<file path="src/rtl/binop_sched_if.sv">
// Request/response bundle between two requesters, the shared operator scheduler
// and the response consumer.
interface binop_sched_if #(
  parameter int WIDTH = 8
);
  logic             req0_valid;
  logic             req0_ready;
  logic [3:0]       req0_op;
  logic [WIDTH-1:0] req0_a;
  logic [WIDTH-1:0] req0_b;
  logic             req1_valid;
  logic             req1_ready;
  logic [3:0]       req1_op;
  logic [WIDTH-1:0] req1_a;
  logic [WIDTH-1:0] req1_b;
  logic             rsp_valid;
  logic             rsp_ready;
  logic             rsp_id;
  logic [WIDTH-1:0] rsp_data;
  logic             rsp_err;

  modport master (
    output req0_valid, req0_op, req0_a, req0_b,
    output req1_valid, req1_op, req1_a, req1_b,
    output rsp_ready,
    input  req0_ready, req1_ready, rsp_valid, rsp_id, rsp_data, rsp_err
  );

  modport slave (
    input  req0_valid, req0_op, req0_a, req0_b,
    input  req1_valid, req1_op, req1_a, req1_b,
    input  rsp_ready,
    output req0_ready, req1_ready, rsp_valid, rsp_id, rsp_data, rsp_err
  );
endinterface

</file>
<file path="src/rtl/binop_sched.sv">
// Round-robin scheduler sharing one binary-operator datapath between two requesters;
// single-cycle ops answer next cycle, DIV/MOD iterate one quotient bit per cycle.
module binop_sched #(
  parameter int WIDTH = 8
) (
  input  logic          clk,
  input  logic          rst_n,
  binop_sched_if.slave  bus,
  output logic          busy
);
  typedef enum logic [1:0] {IDLE, DIV, RESP} state_t;

  localparam int              CNT_W   = $clog2(WIDTH + 1);
  localparam logic [3:0]      OP_DIV  = 4'd12;
  localparam logic [3:0]      OP_MOD  = 4'd13;
  localparam logic [WIDTH:0]  WIDTH_L = (WIDTH + 1)'(WIDTH);

  state_t             state, state_nxt;
  logic               rr_last;
  logic               grant, accept, div_start;
  logic [3:0]         sel_op;
  logic [WIDTH-1:0]   sel_a, sel_b;
  logic [CNT_W-1:0]   cnt;
  logic               rsp_id_q, rsp_err_q;
  logic [WIDTH-1:0]   rsp_data_q;
  logic [3:0]         op_q;
  logic [WIDTH-1:0]   dvs, quo, rem, quo_nxt, rem_nxt, div_res;
  logic [WIDTH:0]     shifted, diff;

  // Returns {err, data} for every opcode that completes in one cycle.
  function automatic logic [WIDTH:0] alu(input logic [3:0] op,
                                         input logic [WIDTH-1:0] a,
                                         input logic [WIDTH-1:0] b);
    logic signed [WIDTH-1:0] sa;
    logic                    big;
    logic [WIDTH-1:0]        r;
    logic                    err;
    sa  = signed'(a);
    big = ({1'b0, b} >= WIDTH_L);
    r   = '0;
    err = 1'b0;
    case (op)
      4'd0:  r = a & b;
      4'd1:  r = a | b;
      4'd2:  r = a ^ b;
      4'd3:  r = ~(a ^ b);
      4'd4:  r = big ? '0 : (a << b);
      4'd5:  r = big ? '0 : (a >> b);
      4'd6:  r = big ? {WIDTH{a[WIDTH-1]}} : $unsigned(sa >>> b);
      4'd7:  r = {{(WIDTH-1){1'b0}}, (a < b)};
      4'd8:  r = {{(WIDTH-1){1'b0}}, (a == b)};
      4'd9:  r = a + b;
      4'd10: r = a - b;
      4'd11: r = a * b;
      4'd12: begin r = '1; err = 1'b1; end
      4'd13: begin r = a;  err = 1'b1; end
      default: begin r = '0; err = 1'b1; end
    endcase
    return {err, r};
  endfunction

  // Grant in IDLE: a lone valid wins, a tie goes to the one not granted last.
  always_comb begin
    grant  = 1'b0;
    accept = 1'b0;
    if (state == IDLE) begin
      if (bus.req0_valid && bus.req1_valid) begin
        grant  = ~rr_last;
        accept = 1'b1;
      end else if (bus.req0_valid) begin
        accept = 1'b1;
      end else if (bus.req1_valid) begin
        grant  = 1'b1;
        accept = 1'b1;
      end
    end
  end

  assign sel_op    = grant ? bus.req1_op : bus.req0_op;
  assign sel_a     = grant ? bus.req1_a  : bus.req0_a;
  assign sel_b     = grant ? bus.req1_b  : bus.req0_b;
  assign div_start = accept && ((sel_op == OP_DIV) || (sel_op == OP_MOD)) && (sel_b != '0);

  // Restoring division step: shift in the next dividend bit, subtract if it fits.
  assign shifted = {rem, quo[WIDTH-1]};
  assign diff    = shifted - {1'b0, dvs};
  assign rem_nxt = diff[WIDTH] ? shifted[WIDTH-1:0] : diff[WIDTH-1:0];
  assign quo_nxt = {quo[WIDTH-2:0], ~diff[WIDTH]};
  assign div_res = (op_q == OP_DIV) ? quo_nxt : rem_nxt;

  always_comb begin
    state_nxt = state;
    case (state)
      IDLE:    if (accept) state_nxt = div_start ? DIV : RESP;
      DIV:     if (cnt == CNT_W'(1)) state_nxt = RESP;
      RESP:    if (bus.rsp_ready) state_nxt = IDLE;
      default: state_nxt = IDLE;
    endcase
  end

  always_ff @(posedge clk or negedge rst_n) begin
    if (!rst_n) state <= IDLE;
    else        state <= state_nxt;
  end

  always_ff @(posedge clk or negedge rst_n) begin
    if (!rst_n) begin
      rr_last    <= 1'b1;
      rsp_id_q   <= 1'b0;
      rsp_data_q <= '0;
      rsp_err_q  <= 1'b0;
      cnt        <= '0;
    end else if (accept) begin
      rr_last  <= grant;
      rsp_id_q <= grant;
      cnt      <= CNT_W'(WIDTH);
      if (!div_start) {rsp_err_q, rsp_data_q} <= alu(sel_op, sel_a, sel_b);
    end else if (state == DIV) begin
      cnt <= cnt - 1'b1;
      if (cnt == CNT_W'(1)) begin
        rsp_data_q <= div_res;
        rsp_err_q  <= 1'b0;
      end
    end
  end

  // Division working registers carry data only; the FSM decides when they matter.
  always_ff @(posedge clk) begin
    if (div_start) begin
      op_q <= sel_op;
      dvs  <= sel_b;
      quo  <= sel_a;
      rem  <= '0;
    end else if (state == DIV) begin
      quo <= quo_nxt;
      rem <= rem_nxt;
    end
  end

  assign bus.req0_ready = accept && !grant;
  assign bus.req1_ready = accept && grant;
  assign bus.rsp_valid  = (state == RESP);
  assign bus.rsp_id     = rsp_id_q;
  assign bus.rsp_data   = rsp_data_q;
  assign bus.rsp_err    = rsp_err_q;
  assign busy           = (state != IDLE);
endmodule

</file>
<file path="src/flat_wrapper.sv">
// flat-port wrapper written by rule: the top's interface ports become plain ports
module binop_sched_flat 
#(
  parameter int WIDTH = 8
)
  (clk, rst_n, busy, bus_req0_valid, bus_req0_op, bus_req0_a, bus_req0_b, bus_req1_valid, bus_req1_op, bus_req1_a, bus_req1_b, bus_rsp_ready, bus_req0_ready, bus_req1_ready, bus_rsp_valid, bus_rsp_id, bus_rsp_data, bus_rsp_err);
  binop_sched_if #(.WIDTH(WIDTH)) bus_i ();
  input  logic clk;
  input  logic rst_n;
  output logic busy;
  input wire logic [$bits(bus_i.req0_valid)-1:0] bus_req0_valid;
  input wire logic [$bits(bus_i.req0_op)-1:0] bus_req0_op;
  input wire logic [$bits(bus_i.req0_a)-1:0] bus_req0_a;
  input wire logic [$bits(bus_i.req0_b)-1:0] bus_req0_b;
  input wire logic [$bits(bus_i.req1_valid)-1:0] bus_req1_valid;
  input wire logic [$bits(bus_i.req1_op)-1:0] bus_req1_op;
  input wire logic [$bits(bus_i.req1_a)-1:0] bus_req1_a;
  input wire logic [$bits(bus_i.req1_b)-1:0] bus_req1_b;
  input wire logic [$bits(bus_i.rsp_ready)-1:0] bus_rsp_ready;
  output wire logic [$bits(bus_i.req0_ready)-1:0] bus_req0_ready;
  output wire logic [$bits(bus_i.req1_ready)-1:0] bus_req1_ready;
  output wire logic [$bits(bus_i.rsp_valid)-1:0] bus_rsp_valid;
  output wire logic [$bits(bus_i.rsp_id)-1:0] bus_rsp_id;
  output wire logic [$bits(bus_i.rsp_data)-1:0] bus_rsp_data;
  output wire logic [$bits(bus_i.rsp_err)-1:0] bus_rsp_err;
  assign bus_i.req0_valid = bus_req0_valid;
  assign bus_i.req0_op = bus_req0_op;
  assign bus_i.req0_a = bus_req0_a;
  assign bus_i.req0_b = bus_req0_b;
  assign bus_i.req1_valid = bus_req1_valid;
  assign bus_i.req1_op = bus_req1_op;
  assign bus_i.req1_a = bus_req1_a;
  assign bus_i.req1_b = bus_req1_b;
  assign bus_i.rsp_ready = bus_rsp_ready;
  assign bus_req0_ready = bus_i.req0_ready;
  assign bus_req1_ready = bus_i.req1_ready;
  assign bus_rsp_valid = bus_i.rsp_valid;
  assign bus_rsp_id = bus_i.rsp_id;
  assign bus_rsp_data = bus_i.rsp_data;
  assign bus_rsp_err = bus_i.rsp_err;
  binop_sched #(.WIDTH(WIDTH)) u_core (.clk(clk), .rst_n(rst_n), .bus(bus_i), .busy(busy));
endmodule
</file>
<file path="config.mk">
export PLATFORM = sky130hd
export DESIGN_NAME = binop_sched_flat
export DESIGN_NICKNAME = d
export VERILOG_FILES = /design/src/rtl/binop_sched_if.sv /design/src/rtl/binop_sched.sv /design/src/flat_wrapper.sv
export SDC_FILE = /design/constraint.sdc
export NUM_CORES = 1
export LEC_CHECK = 0
export BUFFER_PORTS_ARGS = -buffer_cell sky130_fd_sc_hd__buf_2
export CORE_ASPECT_RATIO = 0.8
export CORE_MARGIN = 1
export CORE_UTILIZATION = 67
export CTS_CLUSTER_SIZE = 8
export DETAILED_ROUTE_END_ITERATION = 7
export PLACE_DENSITY = 0.88
export RECOVER_POWER = 50
export SYNTH_ARGS = -nofsm -noshare
export SYNTH_HDL_FRONTEND = slang
export SYNTH_SLANG_ARGS = --single-unit
</file>
<file path="constraint.sdc">
create_clock -name clk -period 11.05 [get_ports clk]
set_input_delay 2.21 -clock clk [delete_from_list [all_inputs] [get_ports clk]]
set_output_delay 2.21 -clock clk [all_outputs]
set_load 0.05 [all_outputs]
</file>
Yosys cells after proc, flatten, opt, wreduce, memory -nomap -nowiden
Index checks and enable logic that the tools add are counted.
W data, S select, Z words.
Word-level totals
  register bits after elaboration: 45
  output and inout bits: 14
Operators by class
  shift operators: 3
  add/subtract/negate cells: 4
  reductions and logical operators: 17
  equality and inequality tests: 22
  $mul: 1
  mux-type cells: 34
  order comparisons: 2
  bitwise logic cells: 6
Operators by type and width (number)
  $pmux W8 S14: 1
  $mux W8: 13
  $eq A4 B4 Y1 const B: 7
  $eq A4 B3 Y1 const B: 4
  $mux W1: 12
  $mux W4: 3
  $reduce_or A12 Y1: 1
  $sub A9 B8 Y9: 1
  $add A8 B8 Y8: 1
  $and A8 B8 Y8: 1
  $eq A4 B1 Y1 const B: 2
  $eq A4 B2 Y1 const B: 2
  $eq A8 B8 Y1: 1
  $ge A8 B4 Y1 const B: 1
  $lt A8 B8 Y1: 1
  $mul A8 B8 Y8: 1
  $mux W2: 4
  $not A8 Y8: 1
  $or A8 B8 Y8: 1
  $reduce_bool A2 Y1: 4
  $reduce_bool A8 Y1: 1
  $shl A8 B8 Y8: 1
  $shr A8 B8 Y8: 1
  $sshr A8 B8 Y8: 1
  15 further kinds: 23

Logic depth before layout (Yosys ltp)
  depth after elaboration: 12
  gate-level depth with buffers: 23
  gate-level depth less buffers: 21

Worst setup path before layout
OpenSTA, ideal clock, no wires.
  kind: input to register
  start point: in bus_req0_valid
  end point: reg u_core.rsp_data_q[5] (netlist: u_core.bus.rsp_data[5])
  data required time: 10.924 ns
  setup time: 0.126 ns
  arrival: 6.939 ns
  stages: 22
  slack: 3.985 ns
  path through: a211oi_2 > nand2_2 > buf_6 > mux2i_2 > inv_1 > clkbuf_1 > ha_1 > inv_1 > fa_1 > inv_1 > fa_1 > ha_1 > inv_1 > fa_1 > inv_1 > ha_1 > xor2_1 > a21oi_1 > nand4_1 > a221o_1 > or4_1 > a221o_1
RTL lines
  start: declaration: line flat_wrapper.sv:11  | input wire logic [$bits(bus_i.req0_valid)-1:0] bus_req0_valid;
  $mux W1 / $logic_and A1 B1 Y1 (equally long branches): line binop_sched.sv:70, binop_sched.sv:67
  $mux W1 *: line binop_sched.sv:67  | if (bus.req0_valid && bus.req1_valid) begin
  $mux W1 *: line binop_sched.sv:66  | if (state == IDLE) begin
  $mux W8 *: line binop_sched.sv:81  | assign sel_b = grant ? bus.req1_b : bus.req0_b;
  named net u_core.sel_b[2]: line binop_sched.sv:22  | logic [WIDTH-1:0] sel_a, sel_b;
  parallel branches: the longest is 5 deep, another holds $mul A8 B8 Y8
  end signal: assignment: line binop_sched.sv:117  | if (!div_start) {rsp_err_q, rsp_data_q} <= alu(sel_op, sel_a, sel_b);
  end signal: assignment: line binop_sched.sv:121  | rsp_data_q <= div_res;
  end: declaration: line binop_sched.sv:25  | logic [WIDTH-1:0] rsp_data_q;
Mark *: on every way through the listed nets, which the timed path passes. The select of a mux whose other input is x is not followed.
A chain may end at the register's enable or synchronous reset.

Worst setup path in the final report
  start point: in bus_req1_valid
  end point: reg u_core.rsp_data_q[5] (netlist: u_core.bus.rsp_data[5])
Between the ends
  word-level cells in the longest chain between the ends: 11
Ends and longest elaborated chain
  start: declaration: line flat_wrapper.sv:15  | input wire logic [$bits(bus_i.req1_valid)-1:0] bus_req1_valid;
  parallel branches: the longest is 11 deep, another holds $mul A8 B8 Y8
Parallel ways; which one is timed is not known. The select of a mux whose other input is x is not followed.

==> out/metrics.csv <==
stage,metric,value,unit
synthesis,async_flop_share,0.3778,
sta,fin_setup_tns,0,ns
drt,drt-met1-wl,8592,um
clock_network,path_clk_slew,0.06,ns
setup_path,critPathKind,input pin to register,
setup_path,crit_chain,"clkbuf_1, nand2_1, mux2i_2, inv_1, ha_1, inv_1, fa_1, inv_1, fa_1, ha_1, inv_1, fa_1, inv_1, ha_1, xor2_1, a21oi_1, nand4_1, a221o_1, or4_1, a221o_1",
sta,worst-slew-pin-transition,2.050,ns
setup_path,cp.required,11.23,ns
floorplanning,fp.dieArea,9658,um2
layout,layout_commonest_cell,inv_1,
sta,min_period,9.441,ns
placed_design,dp_cells,917,
setup_path,critPathSlowestCell,nand2_1,
sta,setup_viol,0,
synthesis,ys_seq_area_frac,0.1913,
floorplanning,fp.dieW,109.6,um
setup_path,reg2reg_slack,3.75,ns
drt,drcViolationCount,0,
clock_network,cts_tree,done,
setup_path,crit_top_cell,inv_1,
floorplanning,die_h,88.10,um
sta,max_slew_margin,-0.4023,
setup_path,crit_fanout,31,
synthesis,synth_cell_types,88,
clock_network,numClockSinks,45,
status,status,"complete, but fails checks",
floorplanning,fp.coreArea,9037,um2
synthesis,synth.area.top_cells,"ha_1, edfxtp_1, dfrtp_1, fa_1, inv_1",
placed_design,io_buffer_count,58,
clock_network,clock_latency,0.29,ns
drt,ant_nets,0,
status,violations,"capacitance limit, slew limit",
synthesis,synth_area,6208,um2
sta,holdWs,0.4964,ns
pwr,leakagePower,0.002896,uW
sta,fin_crit_sh,0.8544,
clock_network,postCtsSetupRepairBufs,0,
setup_path,end_kind,register,
sta,final_hold_viol_count,0,
synthesis,synth_top_area_share,0.1008,
drt,wl_per_cell,24.03,um
clock_network,cts_resized,0,
grt,grt_overflow,0,
drt,wl_met2,9429,um
synthesis,synth_seq_cells,45,
synthesis,ys_warn_count,0,
clock_network,cts_buffers,5,
layout,n_fill_cell,688,
clock_network,h-tree-depth,2,
pwr,peakVddDrop,0.0003622,V
layout,fin_cells,925,
drt,drt_iter0_markers,1230,
synthesis,ys.flop_type,edfxtp_1,
layout,area_growth,6.731,%
floorplanning,rows,31,
drt,wirelength,22230,um
clock_network,ctsLongestPathBuffers,2,
drt,routed-wl-met3,3349,um
grt,grt_use_total,0.4675,
drt,vias,6771,
sta,clock_skew,0.004908,ns
sta,rsz0062_at_grt,no,
pwr,power.density,263.9,nW/um2
sta,max_freq,105.9,MHz
hold_path,min-delay-path-class,register to register,
synthesis,syn_area_per_cell,7.939,um2
grt,grt_antenna_before_repair,0,
drt,via_per_inst,7.320,
synthesis,synth_edf_count,20,
sta,slew_violations,9,
floorplanning,initial_utilization,0.6870,
drt,drt_pass1_iterations,6,
layout,layout.nets,919,
synthesis,synthCells,782,
setup_path,critPathArrivalTime,9.62,ns
setup_path,slowest_delay,1.14,ns
drt,maxUsedRoutingLayer,met4,
synthesis,synth_nets,892,
grt,grt_start_max_net_pins,44,
layout,insertedDiodeCount,0,
placed_design,gp_congestion,1.044,
clock_network,cts_hold_buf,0,
grt,grt_pass1_wl,33580,um
placed_design,dp_hpwl,16840,um
layout,drive_above_1_share,0.1136,
synthesis,yosys.area.top_type,ha_1,
setup_path,cp-start-kind,input pin,
flow_run,drv_cap,1,
clock_network,cts-root-buf,clkbuf_16,
grt,grt_pass1_vias,6174,
floorplanning,io-pin-count,59,
layout,final_cell_mix,"inv_1, nand2_1, nor2_1",
-- critical path: cells and delay by family --
kind | cells | cell delay [ns]
muxes | 1 | 0.85
buffers and inverters | 6 | 1.61
AOI/OAI and AO/OA | 3 | 0.80
adders and majority gates | 6 | 2.17
and+or+nand+nor | 3 | 1.76
xor gates and xnor gates | 1 | 0.18
-- cells by family after synthesis --
| family | after synthesis | synth area share |
|---|---|---|
| xor gates and xnor gates | 26 | 0.04111 |
| and+or+nand+nor | 266 | 0.2128 |
| DFF | 45 | 0.1913 |
| AOI/OAI and AO/OA | 223 | 0.2586 |
| adders and majority gates | 65 | 0.1491 |
| buffers and inverters | 121 | 0.08444 |
| muxes | 36 | 0.06268 |
-- layer usage --
metal	vias up	GRT usage
li1	2927	-
met1	3149	0.6519
met2	603	0.6872
met3	92	0.1295
met4	0	0.1782
met5	-	0
-- cell usage after synthesis (5+ instances only) --
cell type  number
o21a_1          9
ha_1           50
nand3_1        34
dfxtp_1         8
and2_1          7
nand2_1        67
a31oi_1         9
nor4_1          6
nand2b_1       11
and3_1          6
a221o_1         6
a211oi_1       11
a21oi_1        36
or4_1           7
mux2i_1        21
inv_1          73
a211o_1         8
o211ai_1        9
fa_1           15
buf_2          13
clkbuf_1       20
nand4_1        16
nor2_1         67
o221ai_1        8
o21ai_0        39
dfrtp_1        16
a21o_1          8
nor2b_1         9
o2111ai_1       9
nor3_1         15
o31ai_1         8
buf_4           5
xnor2_1        21
edfxtp_1       20
a221oi_1        5
mux2_2         12
-- final cells by class --
class	instances	area (um2)	share of cell area
Inverter	76	290.3	0.04381
Timing Repair Buffer	65	321.6	0.04853
Clock inverter	3	65.06	0.009819
Sequential cell	45	1187	0.1792
Tap cell	115	143.9	0.02171
Clock buffer	5	125.1	0.01888
Multi-Input combinational cell	616	4493	0.6781
-- sequential cells by signal, summed over array words and instances (netlist names) --
register,count
u_core.bus.rsp_data,8
u_core.cnt,4
u_core.op_q,4
u_core.state,2
u_core.dvs,8
u_core.bus.rsp_err,1
u_core.rem,8
u_core.quo,8
u_core.rr_last,1
u_core.bus.rsp_id,1
-- final timing paths --
kind,depth (start not counted),to,from
max,20,u_core.bus.rsp_data[5]$_DFFE_PN0P_,bus_req1_valid
min,2,u_core.rem[0]$_SDFFE_PP0P_,u_core.rem[0]$_SDFFE_PP0P_
max reg2reg,21,u_core.bus.rsp_data[5]$_DFFE_PN0P_,u_core.state[1]$_DFFE_PN0P_
min reg2reg,2,u_core.rem[0]$_SDFFE_PP0P_,u_core.rem[0]$_SDFFE_PP0P_
max in group asynchronous,1,u_core.bus.rsp_data[6]$_DFFE_PN0P_,rst_n
min in group asynchronous,1,u_core.cnt[2]$_DFFE_PN0P_,rst_n
-- report_power, final --
| part | switching, uW | total (uW) | internal (uW) |
|---|---|---|---|
| clock network | 66.8 | 196 | 129 |
| registers | 40.3 | 273 | 233 |
| logic | 816 | 1280 | 463 |
| total | 923 | 1750 | 826 |
-- through the flow --
stage                     power (uW)  utilization  setup slack (ns)  instance area [um2]
after detailed placement        1504       0.7172             2.615                 6481
after global routing            1848       0.7332             1.357                 6626
final                           1749       0.7332             1.609                 6626
after CTS                       1710       0.7382             2.922                 6671
after floorplan                 1196            -             3.985                 6208
after global placement          1446       0.7172             2.839                 6481
Note: power is estimated with default switching activity, not from simulation.
